[config.mk]
export PLATFORM = sky130hd
export DESIGN_NAME = div_seq
export DESIGN_NICKNAME = d
export VERILOG_FILES = /design/src/rtl/div_pkg.sv /design/src/rtl/div_step.sv /design/src/rtl/div_seq.sv
export SDC_FILE = /design/constraint.sdc
export NUM_CORES = 1
export LEC_CHECK = 0
export CAP_MARGIN = 40
export CORE_ASPECT_RATIO = 1.25
export CORE_MARGIN = 5
export CORE_UTILIZATION = 47
export DETAILED_ROUTE_END_ITERATION = 8
export HOLD_SLACK_MARGIN = 0.08
export PLACE_DENSITY = 0.86
export SETUP_SLACK_MARGIN = 0.4
export SLEW_MARGIN = 20
export SYNTH_ARGS = -nofsm -noshare
export SYNTH_HDL_FRONTEND = slang
export SYNTH_HIERARCHICAL = 1
export SYNTH_SLANG_ARGS = --single-unit
[constraint.sdc]
create_clock -name clk -period 2.4 [get_ports clk]
set_input_delay 0.6 -clock clk [delete_from_list [all_inputs] [get_ports clk]]
set_output_delay 0.6 -clock clk [all_outputs]
set_load 0.01 [all_outputs]
[src/rtl/div_pkg.sv]
// Shared definitions for the sequential restoring divider: default operand
// width and the controller state encoding. The bench imports this as well.
package div_pkg;

   // Default operand width in bits.
   localparam int DIV_N_DEFAULT = 4;

   // Controller states: waiting for work, iterating, presenting the result.
   typedef enum logic [1:0] {
      IDLE = 2'd0,
      RUN  = 2'd1,
      DONE = 2'd2
   } div_state_t;

   // True for states in which the divider reports itself busy.
   function automatic logic div_state_busy(input div_state_t s);
      return (s == RUN) || (s == DONE);
   endfunction

endpackage : div_pkg

[src/rtl/div_step.sv]
// One restoring-division step: trial-subtract the divisor from the shifted
// partial remainder and either keep the difference (quotient bit 1) or
// restore the original value (quotient bit 0). Purely combinational.
module div_step
   import div_pkg::*;
#(
   parameter int N = DIV_N_DEFAULT
) (
   input  logic [N:0]   rem,       // partial remainder already shifted left by one
   input  logic [N-1:0] B,         // divisor
   output logic [N-1:0] next_rem,  // remainder after this step
   output logic         q_bit      // quotient bit produced by this step
);

   logic [N:0] diff;

   // Trial subtraction and restore/keep selection.
   // The caller keeps the partial remainder below B (or below 2^(N-1) when
   // B is zero), so the shifted value stays under 2*B and the N+1-bit
   // difference is non-negative exactly when its top bit is clear.
   always_comb begin
      diff     = rem - {1'b0, B};
      q_bit    = ~diff[N];
      next_rem = q_bit ? diff[N-1:0] : rem[N-1:0];
   end

endmodule : div_step

[src/rtl/div_seq.sv]
// Sequential unsigned restoring divider. Produces one quotient bit per
// clock, MSB first, with a fixed latency of N RUN cycles plus one DONE
// cycle. Results are held in output registers until the next completion.
module div_seq
   import div_pkg::*;
#(
   parameter int N = DIV_N_DEFAULT
) (
   input  logic         clk,
   input  logic         reset,
   input  logic         start,
   input  logic [N-1:0] A,
   input  logic [N-1:0] B,
   output logic [N-1:0] Q,
   output logic [N-1:0] R,
   output logic         busy,
   output logic         done,
   output logic         dz
);

   // Iteration counter only needs to hold N-1 down to 0.
   localparam int CW = (N > 2) ? $clog2(N) : 1;

   div_state_t     state_reg;
   div_state_t     state_next;
   logic [CW-1:0]  cnt_reg;
   logic [N-1:0]   rem_reg;     // partial remainder
   logic [N-1:0]   dvd_reg;     // dividend bits shift out, quotient bits shift in
   logic [N-1:0]   b_reg;       // divisor captured at the accepting edge
   logic [N-1:0]   q_reg;
   logic [N-1:0]   r_reg;
   logic           dz_reg;

   logic [N:0]     step_rem;
   logic [N-1:0]   step_next_rem;
   logic           step_q;
   logic           last_iter;

   // Bring the next dividend bit into the bottom of the partial remainder.
   assign step_rem  = {rem_reg, dvd_reg[N-1]};
   assign last_iter = (cnt_reg == '0);

   div_step #(
      .N (N)
   ) u_step (
      .rem      (step_rem),
      .B        (b_reg),
      .next_rem (step_next_rem),
      .q_bit    (step_q)
   );

   // Next-state selection: accept in IDLE, count through RUN, one DONE cycle.
   always_comb begin
      state_next = state_reg;
      case (state_reg)
         IDLE:    if (start) state_next = RUN;
         RUN:     if (last_iter) state_next = DONE;
         DONE:    state_next = IDLE;
         default: state_next = IDLE;
      endcase
   end

   // Controller state register.
   always_ff @(posedge clk or posedge reset) begin
      if (reset) begin
         state_reg <= IDLE;
      end else begin
         state_reg <= state_next;
      end
   end

   // Working datapath: operand capture in IDLE, one division step per RUN cycle.
   always_ff @(posedge clk or posedge reset) begin
      if (reset) begin
         cnt_reg <= '0;
         rem_reg <= '0;
         dvd_reg <= '0;
         b_reg   <= '0;
      end else begin
         case (state_reg)
            IDLE: begin
               if (start) begin
                  b_reg   <= B;
                  dvd_reg <= A;
                  rem_reg <= '0;
                  cnt_reg <= CW'(N - 1);
               end
            end
            RUN: begin
               rem_reg <= step_next_rem;
               dvd_reg <= {dvd_reg[N-2:0], step_q};
               cnt_reg <= cnt_reg - CW'(1);
            end
            default: begin
            end
         endcase
      end
   end

   // Result registers: loaded on the final iteration so they are valid
   // throughout DONE, then held until the next completion.
   always_ff @(posedge clk or posedge reset) begin
      if (reset) begin
         q_reg  <= '0;
         r_reg  <= '0;
         dz_reg <= 1'b0;
      end else if (state_reg == RUN && last_iter) begin
         q_reg  <= {dvd_reg[N-2:0], step_q};
         r_reg  <= step_next_rem;
         dz_reg <= (b_reg == '0);
      end
   end

   assign Q    = q_reg;
   assign R    = r_reg;
   assign dz   = dz_reg;
   assign busy = div_state_busy(state_reg);
   assign done = (state_reg == DONE);

endmodule : div_seq
==> impl_metrics.toml, run 1 <==
[finish]
area_growth_pct = 32.4
diodes = 0
finalNetCount = 172
mostFrequentLayoutCells = "25 x dfrtp_1, 19 x clkdlybuf4s50_1, 15 x nand2_1, 11 x mux2_2"
fillers = 214
final_common_cell = "dfrtp_1"
drive_above_1_share = 0.293

[place]
globalplace.congestion = 0.830
dp_hpwl_mm = 1.85
io_buffer_count = 21

[synthesis]
synth_top_area_share = 0.476
yosysTopAreaCell = "dfrtp_1"
yosys_warnings = 6
syn_area_sq_um = 1320
ys_top_cells_by_area = "dfrtp_1 48%, mux2_2 12%, ha_1 8.6%"
synth.avg_cell_area_sq_um = 11.3
syn_nets = 137
ys_ff_latch = 25
ys_seq_area_frac = 0.476
netlist_instances = 116
yosysUniqueCellTypes = 23

[worst_setup_path]
cp_cell_sequence = "inv_2, ha_4, fa_2, nand2b_4, a21oi_4, xor2_4, mux2_4, mux2_2"
cp_num_buf_inv = 1
slowest_stage = "dfrtp_1"
crit_family = "multiplexers"
crit-reg2reg-launch = "dvd_reg[3]"
worst-r2r-setup-slack_ns = 0.10
worstSetupPathDepth = 8
critPathRequiredTime_ns = 2.63
r2r_cells = 8
cpPeakStageDelay_ns = 0.40
path_max_fanout = 5
path_class = "register to register"
cp_data_arrival_time_ns = 2.52
worstSetupEndpointType = "register"
r2r_end = "R[3]"
worst_setup_path_start_kind = "register"

[power]
cellLeakagePower_nw = 0.824
powerDensity_nw_per_um2 = 1530
max-vdd-ir-drop_v = 0.000793

[clock_tree]
ctsLongestPathBuffers = 2
numCtsBuffers = 3
hold_buffers = 0
htree_levels = 1
root_buffer = "clkbuf_4"
cts.sinks = 25
clk_pin_slew_ns = 0.13
cts_tree = "yes"
clk_latency_ns = 0.32

[global_route]
grt-ovfl-total = 0
grt_pass1_wl_mm = 4.26
grt_max_degree = 26
grt_pass1_vias = 1011
grt_antenna_before_repair = 0
grtUsageTotal = 0.135

[die]
coreArea_sq_um = 2680
rows = 21
dieArea_sq_um = 3960
die_h_um = 69.1
die_x_um = 57.3
start_util = 0.491
ioPinCount = 22

[timing]
fin_setup_tns_ns = 0
period_share = 0.957
whs_ns = 0.503
rsz0062_at_grt = "true"
fin_crit_ns = 2.30
setup_viol = 0
slew_headroom = 0.615
worst_pin_slew_ns = 0.566
fmax_ghz = 0.436
finalClockSkew_ns = 0.00570
report.final.slew_viol_count = 0
hold_viol = 0

[route]
first_iter_violations = 10
ant_nets = 0
viasPerCell = 5.18
num_vias = 954
wire_per_inst_um = 13.5
drt_first_pass_iters = 4
wl_mm = 2.49
drc = 0

[job]
max-cap-violations = 0

[hold_path]
hold_depth = 2
worstHoldStart = "dz"
worstHoldEndpoint = "dz"
hp-class = "register to register"

[status]
run_status = "complete, no violations"
-- power breakdown --
| part | switching (W) | internal [W] | total, W |
|---|---|---|---|
| clock network | 0.000124 | 0.0000625 | 0.000187 |
| registers | 0.000134 | 0.000606 | 0.000740 |
| logic | 0.000782 | 0.000948 | 0.00173 |
| total | 0.00104 | 0.00162 | 0.00266 |
-- what timing repair did --
item | CTS | global route
gates resized for setup | 4 | 11
endpoints found under the setup margin | 10 | 11
buffers inserted | 7 | 3
pin swaps | 2 | 2
-- stage by stage --
stage	util	instance area [sq um]	setup slack [ns]	total power, W	instances
4_1_cts	0.627	1680	0.196	0.00246	181
3_5_place_dp	0.594	1590	0.110	0.00210	170
6_report	0.649	1740	0.104	0.00266	184
5_1_grt	0.649	1740	0.0293	0.00287	184
3_3_place_gp	0.594	1590	0.170	0.00203	170
2_1_floorplan	-	1350	0.219	0.00175	116
-- logic make-up after synthesis --
| kind of cell | Yosys count | share of synthesized area |
|---|---|---|
| flops | 25 | 0.476 |
| buf+inv | 14 | 0.0514 |
| fa+ha+maj | 10 | 0.101 |
| mux | 21 | 0.183 |
| simple gates | 26 | 0.0904 |
| compound gates | 17 | 0.0733 |
| xor+xnor | 3 | 0.0257 |
-- Yosys cell counts, drive strengths merged --
cell type / number
buf: 2
dfrtp: 25
xor2: 2
mux2i: 7
ha: 9
nor2: 3
or4: 1
inv: 12
nand2: 17
o21ai: 9
mux2: 14
a21oi: 8
and3: 1
fa: 1
nand2b: 2
nand3b: 1
xnor2: 1
or2b: 1
-- final cells by class --
class | count | area, sq um | area share
clock buffers | 3 | 22.5 | 0.0129
clock inverters | 1 | 5.00 | 0.00288
inverters | 12 | 45.0 | 0.0259
multi-input cells | 77 | 706 | 0.405
flip-flops and latches | 25 | 626 | 0.359
well taps | 34 | 42.5 | 0.0244
repair buffers | 32 | 294 | 0.169
-- worst max path at each step --
stage / from / to / slack, ns
floorplan: b_reg[0] / R[2] / 0.22
global placement: b_reg[0] / R[2] / 0.17
detailed placement: b_reg[0] / R[3] / 0.11
CTS: dvd_reg[3] / R[3] / 0.20
global route: dvd_reg[3] / R[3] / 0.03
finish: dvd_reg[3] / R[3] / 0.10
-- worst min-delay path: cells and delay by family, from the launching register on --
kind / cells / cell delay (ns)
AOI/OAI and AO/OA: 1 / 0.06
DFF: 1 / 0.37
and+or+nand+nor: 1 / 0.04
-- per-layer routing --
layer	vias up	wire (um)	GRT usage
li1	453	-	-
met4	0	53	0.0619
met3	4	44	0.0149
met5	-	0	0
met2	13	1380	0.252
met1	484	1010	0.147
Power figures use the tool's default switching activity.
==> inputs of run 2 (changes only) <==
SKIP_CTS_REPAIR_TIMING = 1   (was not set)
==> impl_metrics.toml, run 2 (synthesis results as in run 1) <==
[finish]
final_common_cell = "dfrtp_1"
postLayoutCellArea_sq_um = 1670
drive_above_1_share = 0.243
mostFrequentLayoutCells = "25 x dfrtp_1, 19 x clkdlybuf4s50_1, 15 x nand2_1, 12 x mux2_2, 11 x inv_1"
finalNetCount = 166
area_growth_pct = 27.0
diodes = 0

[worst_setup_path]
cp_cell_sequence = "inv_2, ha_4, fa_2, nand2b_4, a21oi_4, xor2_4, mux2_4, mux2_2"
worstSetupEndpointType = "register"
path_class = "register to register"
path_max_fanout = 6
worst_setup_path_start_kind = "register"
slowest_stage = "dfrtp_1"
cp_num_buf_inv = 1
critPathRequiredTime_ns = 2.62
cpPeakStageDelay_ns = 0.39
cp_data_arrival_time_ns = 2.50
crit_family = "multiplexers"

[die]
coreArea_sq_um = 2680
rows = 21
start_util = 0.491
die_x_um = 57.3
ioPinCount = 22
dieArea_sq_um = 3960
die_h_um = 69.1

[place]
placed_cell_area_sq_um = 1590
globalplace.congestion = 0.830
io_buffer_count = 21
dp_hpwl_mm = 1.85

[route]
viasPerCell = 5.17
first_iter_violations = 10
num_vias = 920
drc = 0
wire_per_inst_um = 13.6
wl_mm = 2.42
drt_first_pass_iters = 4
ant_nets = 0

[timing]
setup_viol = 0
rsz0062_at_grt = "true"
slew_headroom = 0.595
hold_viol = 0
worst_pin_slew_ns = 0.595
fin_crit_ns = 2.28
finalClockSkew_ns = 0.000697
fmax_ghz = 0.438
report.final.slew_viol_count = 0
period_share = 0.951
fin_setup_tns_ns = 0

[clock_tree]
root_buffer = "clkbuf_4"
numCtsBuffers = 3
htree_levels = 1
clk_latency_ns = 0.31
clk_pin_slew_ns = 0.13
cts.sinks = 25
ctsLongestPathBuffers = 2
cts_tree = "yes"

[global_route]
grt-ovfl-total = 0
grt_antenna_before_repair = 0
grtUsageTotal = 0.130
grt_pass1_vias = 961
grt_pass1_wl_mm = 4.08
grt_max_degree = 26

[status]
run_status = "complete, no violations"

[power]
powerDensity_nw_per_um2 = 1410
max-vdd-ir-drop_v = 0.000662
cellLeakagePower_nw = 0.807

[job]
max-cap-violations = 0

[hold_path]
hp-class = "register to register"
==> run 2: metrics by stage <==
| step | util | hold slack [ns] | instances | setup slack [ns] | total power (W) |
|---|---|---|---|---|---|
| floorplan | - | 0.449 | 116 | 0.219 | 0.00175 |
| global placement | 0.594 | 0.462 | 170 | 0.170 | 0.00203 |
| detailed placement | 0.594 | 0.487 | 170 | 0.110 | 0.00210 |
| finish | 0.623 | 0.505 | 178 | 0.118 | 0.00235 |
| global route | 0.623 | 0.545 | 178 | 0.0494 | 0.00254 |
| CTS | 0.604 | 0.517 | 174 | 0.0963 | 0.00228 |
==> run 2: final cells by class <==
class / count / area [sq um]
Fill cell: 222 / 1010
Multi-Input combinational cell: 77 / 677
Sequential cell: 25 / 626
Timing Repair Buffer: 26 / 253
Inverter: 12 / 45.0
Tap cell: 34 / 42.5
Clock buffer: 3 / 22.5
Clock inverter: 1 / 5.00
==> run 2: worst register-to-register path, stage by stage, from the launching register on <==
cell,delay (ns)
dfrtp_1,0.39
inv_2,0.06
ha_4,0.16
fa_2,0.36
nand2b_4,0.16
a21oi_4,0.17
xor2_4,0.28
mux2_4,0.35
mux2_2,0.26
==> run 2: worst paths after layout <==
kind,startpoint,endpoint,slack [ns],cells after the start
worst max-delay path,dvd_reg[3],R[3],0.12,8
worst min-delay path,dz,dz,0.51,2
worst max register to register,dvd_reg[3],R[3],0.12,8
worst min register to register,dz,dz,0.51,2
max in group asynchronous,reset,b_reg[1],1.54,3
min in group asynchronous,reset,Q[1],0.62,3
==> run 2: routing by layer <==
metal  GRT usage  vias to the layer above  part of all wire
met2       0.243                        9              0.55
li1            -                      441                 -
met1       0.139                      466              0.41
met4      0.0619                        0             0.022
met3      0.0149                        4             0.016
met5           0                        -                 0
==> run 2: where the power goes <==
| part | switching (W) | internal (W) | total (W) |
|---|---|---|---|
| sequential | 0.000135 | 0.000607 | 0.000741 |
| clock | 0.000121 | 0.0000624 | 0.000183 |
| combinational | 0.000693 | 0.000732 | 0.00143 |
| total | 0.000949 | 0.00140 | 0.00235 |
==> inputs of run 3 (changes only) <==
CELL_PAD_IN_SITES_DETAIL_PLACEMENT = 0   (was not set)
CELL_PAD_IN_SITES_GLOBAL_PLACEMENT = 1   (was not set)
CORE_UTILIZATION = 44   (was 47)
PLACE_DENSITY = 0.94   (was 0.86)
clock period = 2.8 ns   (was 2.4 ns; I/O delays follow)
==> impl_metrics.toml, run 3 (synthesis results as in run 1) <==
[finish]
finalNetCount = 165
area_growth_pct = 24.5
diodes = 0
final_common_cell = "dfrtp_1"
fillers = 264
post-route-util = 0.561
mostFrequentLayoutCells = "25 x dfrtp_1, 21 x clkdlybuf4s50_1, 16 x nand2_1, 14 x mux2_2, 12 x inv_1"
drive_above_1_share = 0.217

[power]
max-vdd-ir-drop_v = 0.000551
cellLeakagePower_nw = 0.767
powerDensity_nw_per_um2 = 1220

[worst_setup_path]
r2r_cells = 7
crit_start = "b_reg[0]"
critPathRequiredTime_ns = 3.01
cp-endpoint = "R[3]"
path_class = "register to register"
worstSetupEndpointType = "register"
worst-r2r-setup-slack_ns = 0.47
path_max_fanout = 6
worst_setup_path_start_kind = "register"
r2r_end = "R[3]"
crit-reg2reg-launch = "b_reg[0]"
cp_data_arrival_time_ns = 2.55

[route]
wl_mm = 2.55
ant_nets = 0
drc = 0
viasPerCell = 4.94
wire_per_inst_um = 14.2
first_iter_violations = 15
num_vias = 885
drt_first_pass_iters = 3

[hold_path]
hp-class = "register to register"
hold_depth = 2

[global_route]
grt_pass1_wl_mm = 4.19
grtUsageTotal = 0.131
grt_antenna_before_repair = 0
grt-ovfl-total = 0
grt_max_degree = 26
grt_pass1_vias = 932

[timing]
setup_viol = 0
fin_crit_ns = 2.33
finalClockSkew_ns = 0.00361
worst_pin_slew_ns = 0.543
hold_viol = 0
report.final.slew_viol_count = 0
whs_ns = 0.501
fmax_ghz = 0.428
fin_setup_tns_ns = 0
slew_headroom = 0.630
rsz0062_at_grt = "false"
period_share = 0.834

[clock_tree]
clk_latency_ns = 0.31
root_buffer = "clkbuf_4"
cts_tree = "yes"
cts.sinks = 25
ctsLongestPathBuffers = 2
numCtsBuffers = 3
htree_levels = 1
clk_pin_slew_ns = 0.13

[die]
start_util = 0.451
rows = 22
ioPinCount = 22
die_h_um = 71.1
coreArea_sq_um = 2920
dieArea_sq_um = 4190
die_x_um = 58.9

[place]
io_buffer_count = 21
globalplace.congestion = 0.774
dp_hpwl_mm = 1.93

[status]
run_status = "complete, no violations"

[job]
max-cap-violations = 0
-- run 3: worst min path at each step --
stage / endpoint / slack [ns] / from
floorplan: dvd_reg[3] / 0.45 / dvd_reg[3]
global placement: dz / 0.46 / dz
detailed placement: dz / 0.48 / dz
CTS: dz / 0.51 / dz
global route: Q[2] / 0.54 / Q[2]
finish: dz / 0.50 / dz
-- run 3: cell type report --
class,instances,area (sq um),share of cell area
sequential,25,626,0.382
clock inverter,1,5.00,0.00306
inverter,12,45.0,0.0275
clock buffer,3,22.5,0.0138
timing repair buffer,25,240,0.147
tap,36,45.0,0.0275
multi-input combinational,77,653,0.399
-- run 3: stage by stage --
step / setup slack (ns) / total power (W) / std cells / area, sq um
finish: 0.466 / 0.00200 / 179 / 1640
global route: 0.376 / 0.00216 / 179 / 1640
CTS: 0.309 / 0.00186 / 176 / 1580
detailed placement: 0.323 / 0.00169 / 172 / 1560
global placement: 0.432 / 0.00164 / 172 / 1560
floorplan: 0.502 / 0.00139 / 116 / 1320
-- run 3: where the power goes --
part	switching [W]	internal, W	total (W)
registers	0.000114	0.000520	0.000634
clock network	0.000104	0.0000534	0.000157
logic	0.000582	0.000627	0.00121
total	0.000799	0.00120	0.00200
-- run 3: per-layer routing --
layer  track usage  wire length, um  up-vias
li1              -                -      435
met1         0.150             1050      436
met2         0.229             1420       12
met3        0.0255               59        2
met4        0.0605               28        0
met5             0                0        -
-- run 3: critical path: stages, from the launching register on --
cell and delay [ns]:
dfrtp_1 0.42, ha_2 0.21, fa_2 0.35, nand2b_4 0.16, a21oi_4 0.20, xor2_4 0.25
mux2_2 0.37, mux2_2 0.27
